<file path="src/rtl/counter_types.sv">
// Command encoding shared by the address counter and its upstream sequencer.
package counter_types;

  typedef enum logic [1:0] {
    CmdNone = 2'd0,
    CmdInc  = 2'd1,
    CmdDec  = 2'd2,
    CmdLoad = 2'd3
  } cmd_t;

endpackage

</file>
<file path="src/rtl/burst_sequencer.sv">
// Turns (start address, length) requests into LOAD/INC commands for the address counter.
// Optional abort port pair is compiled in when BURST_SEQ_ABORT_EN is defined.
module burst_sequencer #(
  parameter int unsigned ADDR_W = 11,
  parameter int unsigned LEN_W  = 8
) (
  input  logic                clk,
  input  logic                reset,
  input  logic                req_valid,
  output logic                req_ready,
  input  logic [ADDR_W-1:0]   req_addr,
  input  logic [LEN_W-1:0]    req_len,
  output counter_types::cmd_t cmd,
  output logic [ADDR_W-1:0]   load_addr,
  output logic                beat_valid,
  input  logic                beat_ready,
`ifdef BURST_SEQ_ABORT_EN
  input  logic                abort,
  output logic                aborted,
`endif
  output logic                done
);

  typedef enum logic [1:0] {
    StIdle   = 2'd0,
    StLoad   = 2'd1,
    StStream = 2'd2
  } state_e;

  state_e              state_q, state_d;
  logic [LEN_W-1:0]    remaining_q, remaining_d;
  logic [ADDR_W-1:0]   load_addr_q, load_addr_d;
  logic                done_q, done_d;
  logic                abort_hit;

`ifdef BURST_SEQ_ABORT_EN
  logic aborted_q;

  // Abort is only meaningful while a burst is in flight.
  assign abort_hit = abort && (state_q != StIdle);
  assign aborted   = aborted_q;
`else
  assign abort_hit = 1'b0;
`endif

  always_ff @(posedge clk) begin
    if (!reset) begin
      state_q     <= StIdle;
      remaining_q <= '0;
      load_addr_q <= '0;
      done_q      <= 1'b0;
    end else begin
      state_q     <= state_d;
      remaining_q <= remaining_d;
      load_addr_q <= load_addr_d;
      done_q      <= done_d;
    end
  end

`ifdef BURST_SEQ_ABORT_EN
  always_ff @(posedge clk) begin
    if (!reset) begin
      aborted_q <= 1'b0;
    end else begin
      aborted_q <= abort_hit;
    end
  end
`endif

  always_comb begin
    state_d     = state_q;
    remaining_d = remaining_q;
    load_addr_d = load_addr_q;
    done_d      = 1'b0;
    cmd         = counter_types::CmdNone;

    case (state_q)
      StIdle: begin
        if (req_valid) begin
          load_addr_d = req_addr;
          remaining_d = req_len;
          state_d     = StLoad;
        end
      end
      StLoad: begin
        cmd     = counter_types::CmdLoad;
        state_d = StStream;
      end
      StStream: begin
        // A consumed beat advances the counter unless it was the last one.
        if (beat_ready) begin
          if (remaining_q != '0) begin
            cmd         = counter_types::CmdInc;
            remaining_d = remaining_q - LEN_W'(1);
          end else begin
            state_d = StIdle;
            done_d  = 1'b1;
          end
        end
      end
      default: begin
        state_d = StIdle;
      end
    endcase

    // Abort takes priority, including over the final beat's completion.
    if (abort_hit) begin
      cmd         = counter_types::CmdNone;
      state_d     = StIdle;
      remaining_d = '0;
      done_d      = 1'b0;
    end
  end

  assign req_ready  = (state_q == StIdle);
  assign beat_valid = (state_q == StStream);
  assign load_addr  = load_addr_q;
  assign done       = done_q;

endmodule

</file>
<file path="config.mk">
export PLATFORM = sky130hd
export DESIGN_NAME = burst_sequencer
export DESIGN_NICKNAME = d
export VERILOG_FILES = /design/src/rtl/counter_types.sv /design/src/rtl/burst_sequencer.sv
export SDC_FILE = /design/constraint.sdc
export NUM_CORES = 1
export LEC_CHECK = 0
export CORE_UTILIZATION = 45
export DETAILED_ROUTE_END_ITERATION = 10
export PLACE_DENSITY_LB_ADDON = 0.08
export SLEW_MARGIN = 20
export SYNTH_ARGS = -nofsm -noshare
export SYNTH_HDL_FRONTEND = slang
export SYNTH_SLANG_ARGS = --single-unit
</file>
<file path="constraint.sdc">
create_clock -name clk -period 2.67 [get_ports clk]
set_input_delay 0.6675 -clock clk [delete_from_list [all_inputs] [get_ports clk]]
set_output_delay 0.6675 -clock clk [all_outputs]
set_load 0.005 [all_outputs]
</file>
# Word-level counts from Yosys, hierarchy flattened
# Cells that the tools add are included.
# classes
add_sub_neg,1
eq_ne,6
muxes,12
n_reduce_logical,7
# op_table
op,count
8-bit 2-to-1 mux,3
8-bit case mux with 2 select lines,1
8-bit nonzero test,1
8-bit by 1-bit subtractor with 8-bit output (second input constant),1
2-bit 2-to-1 mux,3
2-bit case mux with 3 select lines,1
3-bit AND reduction,2
2-bit by 1-bit != test with 1-bit output (second input constant),2
2-bit != test (second input constant),2
2-bit case mux with 2 select lines,1
4-bit AND reduction,1
1-bit 2-to-1 mux,3
2-bit by 1-bit equality test with 1-bit output (second input constant),1
2-bit equality test (second input constant),1
2-bit zero test,1
2-bit AND reduction,1
2-bit nonzero test,1
# totals
reg_bits,22
in_bits,23
output_inout_bits,16
word_cells,30

# Longest topological paths before layout
# logic_depth
ltp_word,4
ltp_mapped,7
ltp_nobuf,6

# Worst setup path before layout
# OpenSTA, ideal clock, no wires.
# synth_path
path_type,reg-to-output
start,register remaining_q[4]
end,output cmd[0]
arrival_time_ns,1.444
required_ns,2.003
setup_slack_ns,0.559
stages_incl_launch_ff,6
path_buffers,1
cell_sequence,dfxtp_1 or4_1 buf_6 nor3_1 nor2_1 o21a_1
# synth_via
elab_chain_cells,4
# synth_lines
element,line_no,source
from (decl),burst_sequencer.sv:31,"logic [LEN_W-1:0] remaining_q, remaining_d;"
from (signal assigned),burst_sequencer.sv:54,remaining_q <= remaining_d;
8-bit nonzero test,burst_sequencer.sv:92,if (remaining_q != '0) begin
1-bit 2-to-1 mux,burst_sequencer.sv:92,
1-bit 2-to-1 mux,burst_sequencer.sv:91,if (beat_ready) begin
2-bit case mux with 2 select lines,burst_sequencer.sv:77,case (state_q)
to (decl),burst_sequencer.sv:13,"output counter_types::cmd_t cmd,"
# Every way passes these cells.

# Final worst setup path
# layout_path
start,register remaining_q[2]
end,output cmd[0]
# Same word-level chain as after synthesis.

==> results by group <==
Cells and area
  • Count of filler cells inserted in the layout: 213
  • Share of final-layout standard cells stronger than drive strength 1: 11.7%
  • Count of inserted antenna diode cells: 0
  • Layout overhead on the synthesized area: 44.7%
  • Leading cell type in the layout, fill and taps excluded: clkdlybuf4s50_1
  • Number of nets in the layout: 218
  • Commonest cells after routing, fill and taps aside: clkdlybuf4s50_1 (37), nand2_1 (29), dfxtp_1 (20), a21oi_1 (16)

Logic synthesis
  • Post-Synth Adder-Cell Area: 6.46%
  • Proportion of synthesized chip area in sequential cells: 37.9%
  • Synth top area cells: dfxtp_1 (38%), nand2_1 (9.4%), a21oi_1 (6.9%), ha_1 (6.5%), nor2_1 (2.9%)
  • Multiplexer fraction of the synthesized cell area: 0.969%
  • Share of flip-flops with an asynchronous set or reset after synthesis: 0%
  • Netlist Area Pre-Place: 1160 um^2
  • Xor-xnor portion of the synthesized cell area: 0%
  • Dominant register cell in the synthesized netlist: dfxtp_1
  • Count of flip-flops with a built-in enable after synthesis: 0
  • Count of unique library cells instantiated by Yosys: 39
  • Mean Syn Cell Area: 8.07 um^2
  • FF+latch count, synth: 22
  • Dominant combinational cell family by area after synthesis: compound AO/OA/AOI/OAI gates
  • Area share of the largest cell type after synthesis: 37.9%
  • Cell type with the highest aggregate area in the netlist: dfxtp_1
  • Ys Warns: 0
  • Syn nets: 173
  • Number of instances in the synthesized netlist: 144
  • Compound-cell area share of the yosys netlist: 24.4%
  • Synth Area in Simple Gates: 24.3%

Global route
  • Antenna violations before repair: 0
  • First-pass GRT wire length: 4950 um
  • Via count of the first global-routing pass: 1103
  • Maximum number of pins on one net before global-route repair: 14
  • Grt total ovfl: 0
  • All-Layer GR Usage: 24.1%

Worst setup path
  • Crit path capture type: output pin
  • CP max stage delay: 0.53 ns
  • Highest fanout seen on the critical path: 6
  • Startpoint types: register
  • Worst-case register-to-register setup slack: 0.56 ns
  • Launch point of the critical path: remaining_q[2]
  • Critical path arrival: 1.86 ns
  • Worst EP required: 2.00 ns
  • Crit-path slowest cell: or4_4
  • Type of the setup path with the least slack: register to output pin
  • Startpoint of the worst register-to-register path: state_q[0]
  • Series of cell instances along the critical path: or4_4 -> nor3_4 -> nor2_1 -> o21a_1 -> dlygate4sd2_1

Floorplan
  • Top-level I/O count: 39
  • Die Height: 52.8 um
  • Count of standard-cell rows: 18
  • Die width: 52.8 um
  • Area of the die: 2790 um^2
  • Starting utilization of the core area: 47.3%
  • Placeable Area: 2450 um^2

Timing
  • Shortest period the worst path allows: 2.53 ns
  • Top achievable clock speed: 396 MHz
  • Hold violation total from the final report: 0
  • Slew at the pin closest to its max-slew limit: 0.644 ns
  • Unrepaired setup endpoints after global routing: false
  • Worst slew margin relative to its limit: 56.7%
  • Setup TNS after final layout: 0 ns
  • Setup violation total in the final timing report: 0
  • Crit share post-route: 94.7%
  • Pins Over Slew Limit: 0
  • Worst hold slack: 0.468 ns
  • Layout Skew: 0.00542 ns

Pwr
  • Worst vdd rail ir drop: 0.000464 V
  • Total power consumption of the routed design: 1040 uW
  • Power per cell area: 617 nW/um^2
  • Leakage dissipation: 0.000642 uW

CTS
  • Hold Buf Count CTS: 0
  • CTS Buffer Depth: 2
  • CTS H-tree depth: 1
  • CTS clock-pin slew for the worst setup and hold paths: 0.14 ns
  • TritonCTS clock tree: done
  • Clk sink count: 22
  • Root buf cell: clkbuf_4
  • CTS buffer count: 3
  • Worst skew pair latency: 0.31 ns

Routing
  • Routed wire length per instance: 14.3 um
  • Drc violations: 0
  • Number of design-rule violations left by the first detailed-router iteration: 64
  • Antenna-violating nets left: 0
  • Total via count after detailed routing: 1252
  • Vias per Instance: 5.74
  • Number of iterations in the first detailed-routing pass: 4
  • Total length of routed wires: 3120 um

Worst hold path
  • Path class of the lowest-slack min-delay path: register to register
  • Beginning of the worst hold path: load_addr[6]

Placement
  • Post-DP HPWL: 2190 um
  • RePlAce Congestion: 0.910
  • Port Buffers: 38

Status
  • Outcome: complete, no violations

Run
  • Max-cap violation count: 0
cells by family (layout without fill, tap and decap cells):
kind of cell    count (synthesis)  after routing
compound gates                 40             40
fa+ha+maj                       6              6
buf+inv                        16             60
flops                          22             22
mux                             1              1
simple gates                   59             59
final timing paths:
kind,to,depth (start not counted)
min,load_addr[6],2
max,cmd[0],5
max reg2reg,remaining_q[0],6
min reg2reg,load_addr[6],2
synth_stat cells, drive strengths merged, types with 3 or more instances:
cell,n
a21oi,16
dfxtp,22
nor3,6
nor2,9
ha,6
nand2,29
a211oi,3
inv,8
clkbuf,5
nand3,3
or3,3
o21ai,4
sequential cells by signal, summed over array words and instances (netlist names):
register / count
remaining_q: 8
done: 1
load_addr: 11
state_q: 2
layout make-up:
cell class / count / area (um^2) / area share [%]
clock buffer: 3 / 22.5 / 1.34
tap: 30 / 37.5 / 2.23
multi-input combinational: 106 / 668 / 39.7
sequential: 22 / 443 / 26.3
clock inverter: 1 / 30.0 / 1.79
inverter: 9 / 33.8 / 2.01
timing repair buffer: 47 / 447 / 26.6
repair_timing:
action	4_1_cts	5_1_grt
setup endpoints to repair	1	0
setup buffers	2	0
resized for setup	6	0
power by group:
group | internal (uW) | switching (uW) | leakage (uW)
Sequential | 366 | 35.1 | 0.000182
Clock | 152 | 110 | 0.0000279
Combinational | 185 | 191 | 0.000432
Total | 702 | 336 | 0.000642
routing by layer:
layer  vias to the layer above  part of all wire, %  GRT usage (%)
met2                        68                   50           42.0
met4                         0                 0.99           8.77
met1                       578                   42           29.9
li1                        601                    -              -
met5                         -                    0              0
met3                         5                  6.8           2.90
per-stage QoR:
| stage | cell area [um^2] | std cells | utilization, % | setup slack (ns) |
|---|---|---|---|---|
| 4_1_cts | 1680 | 218 | 68.5 | 0.169 |
| 5_1_grt | 1680 | 218 | 68.5 | 0.0576 |
| 3_3_place_gp | 1600 | 212 | 65.1 | 0.0821 |
| 6_report | 1680 | 218 | 68.5 | 0.142 |
| 3_5_place_dp | 1600 | 212 | 65.1 | 0.0589 |
| 2_1_floorplan | 1160 | 144 | - | 0.559 |
worst max-delay path: cells and delay by family, from the launching register on:
kind	cells	cell delay [ns]
compound gates	1	0.16
buf+inv	1	0.25
flops	1	0.38
simple gates	3	0.76
Note: power is estimated with default switching activity, not from simulation.
